[src/rtl/fp_pkg.sv]
// Shared types and constants for the floating-point add controller.
package fp_pkg;

    // Operand classification codes
    typedef enum logic [2:0] {
        ZERO      = 3'b000,
        INF       = 3'b001,
        SUBNORMAL = 3'b010,
        NORMAL    = 3'b011,
        NAN       = 3'b100
    } fp_type_e;

    // Canonical quiet NaN returned for invalid operations and aborts
    localparam logic [31:0] QNAN = 32'h7FC00000;

    // Controller state encoding
    typedef enum logic [2:0] {
        ST_IDLE     = 3'd0,
        ST_CLASSIFY = 3'd1,
        ST_START    = 3'd2,
        ST_WAIT     = 3'd3,
        ST_DONE     = 3'd4
    } state_e;

endpackage

[src/rtl/type_detect.sv]
// Classifies an IEEE-754 single operand from its exponent and mantissa fields.
module type_detect
    import fp_pkg::*;
(
    input  logic [7:0]  exp,
    input  logic [22:0] mantis,
    output fp_type_e    fp_type
);

    // Exponent all-zero / all-one selects the special classes
    always_comb begin
        fp_type = NORMAL;
        if (exp == '0) begin
            fp_type = (mantis == '0) ? ZERO : SUBNORMAL;
        end else if (exp == '1) begin
            fp_type = (mantis == '0) ? INF : NAN;
        end
    end

endmodule

[src/rtl/fp_add_ctrl.sv]
// Control FSM around an external adder: resolves special operands locally,
// launches the datapath for finite non-zero pairs, and aborts on timeout.
module fp_add_ctrl
    import fp_pkg::*;
#(
    parameter int unsigned TIMEOUT_CYCLES = 64
) (
    input  logic        clk,
    input  logic        rst_n,
    input  logic        in_valid,
    output logic        in_ready,
    input  logic [31:0] a,
    input  logic [31:0] b,
    output logic        dp_start,
    output logic [31:0] dp_a,
    output logic [31:0] dp_b,
    input  logic        dp_done,
    input  logic [31:0] dp_result,
    output logic        out_valid,
    input  logic        out_ready,
    output logic [31:0] result,
    output logic        timeout
);

    localparam int unsigned CNT_W = $clog2(TIMEOUT_CYCLES) + 1;

    state_e           state, state_next;
    fp_type_e         type_a, type_b;
    logic [CNT_W-1:0] cnt;
    logic             cnt_last;
    logic             special;
    logic [31:0]      special_val;

    type_detect u_type_a (
        .exp     (dp_a[30:23]),
        .mantis  (dp_a[22:0]),
        .fp_type (type_a)
    );

    type_detect u_type_b (
        .exp     (dp_b[30:23]),
        .mantis  (dp_b[22:0]),
        .fp_type (type_b)
    );

    assign cnt_last = (cnt == CNT_W'(TIMEOUT_CYCLES - 1));

    // Special-case result selection from the operand classes
    always_comb begin
        special     = 1'b1;
        special_val = QNAN;
        if (type_a == NAN || type_b == NAN) begin
            special_val = QNAN;
        end else if (type_a == INF && type_b == INF) begin
            special_val = (dp_a[31] != dp_b[31]) ? QNAN : dp_a;
        end else if (type_a == INF) begin
            special_val = dp_a;
        end else if (type_b == INF) begin
            special_val = dp_b;
        end else if (type_a == ZERO && type_b == ZERO) begin
            special_val = {dp_a[31] & dp_b[31], 31'b0};
        end else if (type_a == ZERO) begin
            special_val = dp_b;
        end else if (type_b == ZERO) begin
            special_val = dp_a;
        end else begin
            special = 1'b0;
        end
    end

    // State register
    always_ff @(posedge clk or negedge rst_n) begin
        if (!rst_n) begin
            state <= ST_IDLE;
        end else begin
            state <= state_next;
        end
    end

    // Next-state and Moore outputs
    always_comb begin
        state_next = state;
        in_ready   = 1'b0;
        dp_start   = 1'b0;
        out_valid  = 1'b0;
        case (state)
            ST_IDLE: begin
                in_ready = 1'b1;
                if (in_valid) state_next = ST_CLASSIFY;
            end
            ST_CLASSIFY: begin
                state_next = special ? ST_DONE : ST_START;
            end
            ST_START: begin
                dp_start   = 1'b1;
                state_next = ST_WAIT;
            end
            ST_WAIT: begin
                if (dp_done || cnt_last) state_next = ST_DONE;
            end
            ST_DONE: begin
                out_valid = 1'b1;
                if (out_ready) state_next = ST_IDLE;
            end
            default: state_next = ST_IDLE;
        endcase
    end

    // Operand capture, result loading and WAIT cycle counter
    always_ff @(posedge clk or negedge rst_n) begin
        if (!rst_n) begin
            dp_a    <= '0;
            dp_b    <= '0;
            result  <= '0;
            timeout <= 1'b0;
            cnt     <= '0;
        end else begin
            case (state)
                ST_IDLE: begin
                    if (in_valid) begin
                        dp_a <= a;
                        dp_b <= b;
                    end
                end
                ST_CLASSIFY: begin
                    if (special) begin
                        result  <= special_val;
                        timeout <= 1'b0;
                    end
                end
                ST_START: begin
                    cnt <= '0;
                end
                ST_WAIT: begin
                    // dp_done has priority over expiry on the same cycle
                    if (dp_done) begin
                        result  <= dp_result;
                        timeout <= 1'b0;
                    end else if (cnt_last) begin
                        result  <= QNAN;
                        timeout <= 1'b1;
                    end else begin
                        cnt <= cnt + 1'b1;
                    end
                end
                default: ;
            endcase
        end
    end

endmodule

[config.mk]
export PLATFORM = sky130hd
export DESIGN_NAME = fp_add_ctrl
export DESIGN_NICKNAME = d
export VERILOG_FILES = /design/src/rtl/fp_pkg.sv /design/src/rtl/type_detect.sv /design/src/rtl/fp_add_ctrl.sv
export SDC_FILE = /design/constraint.sdc
export NUM_CORES = 1
export LEC_CHECK = 0
export CORE_MARGIN = 2
export CORE_UTILIZATION = 40
export DETAILED_ROUTE_END_ITERATION = 8
export GPL_TIMING_DRIVEN = 0
export PLACE_DENSITY_LB_ADDON = 0.1
export SKIP_LAST_GASP = 1
export SLEW_MARGIN = 15
export SYNTH_ARGS = -nofsm -noshare
export SYNTH_HDL_FRONTEND = slang
export SYNTH_SLANG_ARGS = --single-unit
[constraint.sdc]
create_clock -name clk -period 2.5 [get_ports clk]
set_input_delay 0.5 -clock clk [delete_from_list [all_inputs] [get_ports clk]]
set_output_delay 0.5 -clock clk [all_outputs]
set_load 0.01 [all_outputs]
==> summary.md <==
| Metric | Value |
|---|---|
| Status | finished, violations left |
| Failing checks | setup timing |
| Crit-path slowest cell | or4_4 |
| Die W | 117 microns |
| CTS clk-pin slew, worst paths | 0.07 ns |
| Crit-path leading delay family | simple AND/OR/NAND/NOR gates |
| Die height | 117 microns |
| Synth warn | 0 |
| P_leak | 3.29 nW |
| Final Hold Viols | 0 |
| Startpoint types | flip-flop |
| Fin crit share | 103% |
| Prevailing post-synth register cell | dfrtp_1 |
| Achievable Freq | 388 MHz |
| Slew @ Worst Pin | 0.585 ns |
| Final setup viols | 20 |
| Pwr Density | 1180 nW/um^2 |
| Vias in the first global route | 4801 |
| Core Region | 12600 sq um |
| CP max FO | 10 |
| Worst path required time | 2.79 ns |
| Routed wl met2 | 8410 microns |
| H-tree levels | 3 |
| Dpl cells | 834 |
| Slew HR | 60.9% |
| Sink Count | 107 |
| First-pass GRT wire length | 26100 microns |
| Number of port buffers | 200 |
| Routed vias | 4848 |
| Final hold slack | 0.0421 ns |
| Syn Nets | 564 |
| Max_cap viols | 0 |
| DR top layer | met4 |
| Worst setup margin | -0.0756 ns |
| Worst-skew pair later-pin latency | 0.35 ns |
| Max Transition Viols Final | 0 |
| Tot GR Track Use | 24.1% |
| Wire length on met3 | 1330 microns |
| Critical path class | reg2reg |
| Top cell by count, worst path | or4_4 |
| CP peak stage delay | 0.58 ns |
| DP HPWL | 12500 microns |
| Nets | 805 |
| Drt drc | 0 |
| Starting Density | 40.9% |
| Post-Layout Cell Count | 876 |
| Min-delay worst type | in2async |
| Final wirelength | 17000 microns |
| Cell Area, Synth | 5140 sq um |
| RePlAce Congestion | 0.878 |
| RSZ-0062 raised after global routing | yes |
| Worst slack, placed | -0.419 ns |
| Ys async rst share | 100% |
| Num rows | 41 |
| EDFF count, synth | 0 |
| Synth-to-Final Area Change | 59.7% |
| Syn avg cell area | 11.2 sq um |
| Crit path DAT | 2.86 ns |
| Antenna violations before repair | 0 |
| Boundary Pins | 201 |
| Clk buf depth | 2 |
| WP buf/inv | 2 |
| Crit. End Element | flip-flop |
| Worst path cell trace | or4_4, or4_4, buf_4, o21ai_1, buf_2, a22oi_1, o21ai_2 |
| Post-DRT Antenna Nets | 0 |
| Register area share after synthesis | 52.0% |
| CTS buffer count | 9 |
| Wire length per cell | 19.4 microns |
| Total congestion overflow | 0 |
| Unique masters post-synth | 48 |
| Final worst path period need | 2.58 ns |
| DIE AREA | 13800 sq um |
| Cells after synthesis | 461 |
| Initial DRC count | 204 |
| CTS root buf | clkbuf_16 |
| Antenna cell count | 0 |
| Maximum VDD drop | 0.681 mV |
| TritonCTS clock tree | done |
| Clock skew | 0.00871 ns |
| Via density per instance | 5.53 |
| Seq cells post-synth | 107 |
| Worst reg2reg path depth | 7 |
| Share of layout cells above drive strength 1 | 26.8% |
| Met1 Routed Length | 6950 microns |
| Crit path depth | 7 |
| Pre-Repair DR Iteration Count | 5 |
| Largest net degree at the start of global routing | 71 |
per-layer routing:
metal  up-vias  global-route usage [%]
met2       211                    41.1
met5         -                       0
met4         0                    7.38
met3        21                    6.47
met1      2398                    29.8
li1       2218                       -
final timing paths:
kind,start,slack (ns),to
max,dp_b[7],-0.08,result[16]
min,rst_n,0.04,dp_a[28]
max reg2reg,dp_b[7],-0.08,result[16]
min reg2reg,result[25],0.48,result[25]
max in group asynchronous,rst_n,1.79,dp_a[4]
min in group clk,result[25],0.48,result[25]
cells by family after synthesis:
kind of cell,after synthesis,synth area share (%)
and+or+nand+nor,103,11.4
muxes,65,14.2
buffers and inverters,34,2.82
adders and majority gates,2,0.486
AOI/OAI and AO/OA,145,18.2
DFF,107,52.0
xor gates and xnor gates,5,0.851
stage by stage:
stage / TNS [ns] / area [sq um] / power [W] / util (%)
floorplan: 0 / 5140 / 0.00526 / -
global placement: -356.64 / 7360 / 0.00772 / 58.6
detailed placement: -24.63 / 7390 / 0.00781 / 58.8
CTS: -0.471 / 7930 / 0.00937 / 63.1
global route: -2.58 / 8220 / 0.0102 / 65.4
finish: -0.946 / 8220 / 0.00968 / 65.4
cells in the mapped netlist, types with 3 or more instances:
master | n | area, sq um
o21bai_1 | 8 | 60.1
nor4_1 | 10 | 62.6
o211ai_1 | 10 | 75.1
a211oi_1 | 5 | 37.5
nor3_1 | 5 | 25.0
nand2_1 | 16 | 60.1
and2_1 | 3 | 18.8
buf_2 | 4 | 20.0
and3_1 | 3 | 18.8
inv_1 | 3 | 11.3
nor2_1 | 27 | 101
a22oi_1 | 25 | 188
mux2_2 | 64 | 721
xor2_1 | 5 | 43.8
or3_1 | 4 | 25.0
clkbuf_1 | 24 | 90.1
dfrtp_1 | 107 | 2680
o31ai_1 | 12 | 90.1
o21ai_1 | 10 | 50.1
a21o_1 | 11 | 82.6
o21ai_0 | 25 | 125
or4_1 | 6 | 45.0
nand4_1 | 9 | 56.3
a21oi_1 | 34 | 170
registers in the layout, summed over array words and instances, names as in the netlist:
name	cells
timeout	1
result	32
state	3
cnt	7
dp_a	32
dp_b	32
where the power goes:
part           switching (W)  leakage (nW)  total, W  internal, W
logic                0.00198          1.88   0.00482      0.00284
clock network       0.000605         0.120   0.00129     0.000687
registers           0.000970          1.29   0.00357      0.00260
final cells by class:
type	instances	area, sq um
inverter	3	11.3
timing repair buffer	234	2310
sequential	107	2680
clock inverter	2	15.0
clock buffer	11	243
tap	172	215
multi-input combinational	320	2570
fill	1030	4350
buffer	27	176
cell usage in the layout (no fill, tap or decap), types with 10 or more instances in the layout:
| master | instances |
|---|---|
| o21ai_0 | 19 |
| nor2_1 | 22 |
| o211ai_1 | 10 |
| dfrtp_1 | 103 |
| buf_4 | 30 |
| o31ai_1 | 10 |
| a22oi_1 | 21 |
| nand2_1 | 16 |
| a21oi_1 | 30 |
| mux2_2 | 64 |
| clkbuf_16 | 10 |
| clkdlybuf4s50_1 | 199 |
| a21o_1 | 11 |
timing repair:
action	in CTS	in global routing
hold buffers	0	0
resized for setup	45	62
pin swaps	7	19
cloned	1	4
endpoints found under the hold margin	0	0
buffers inserted	15	13
setup endpoints to repair	96	81
Power figures use the tool's default switching activity.
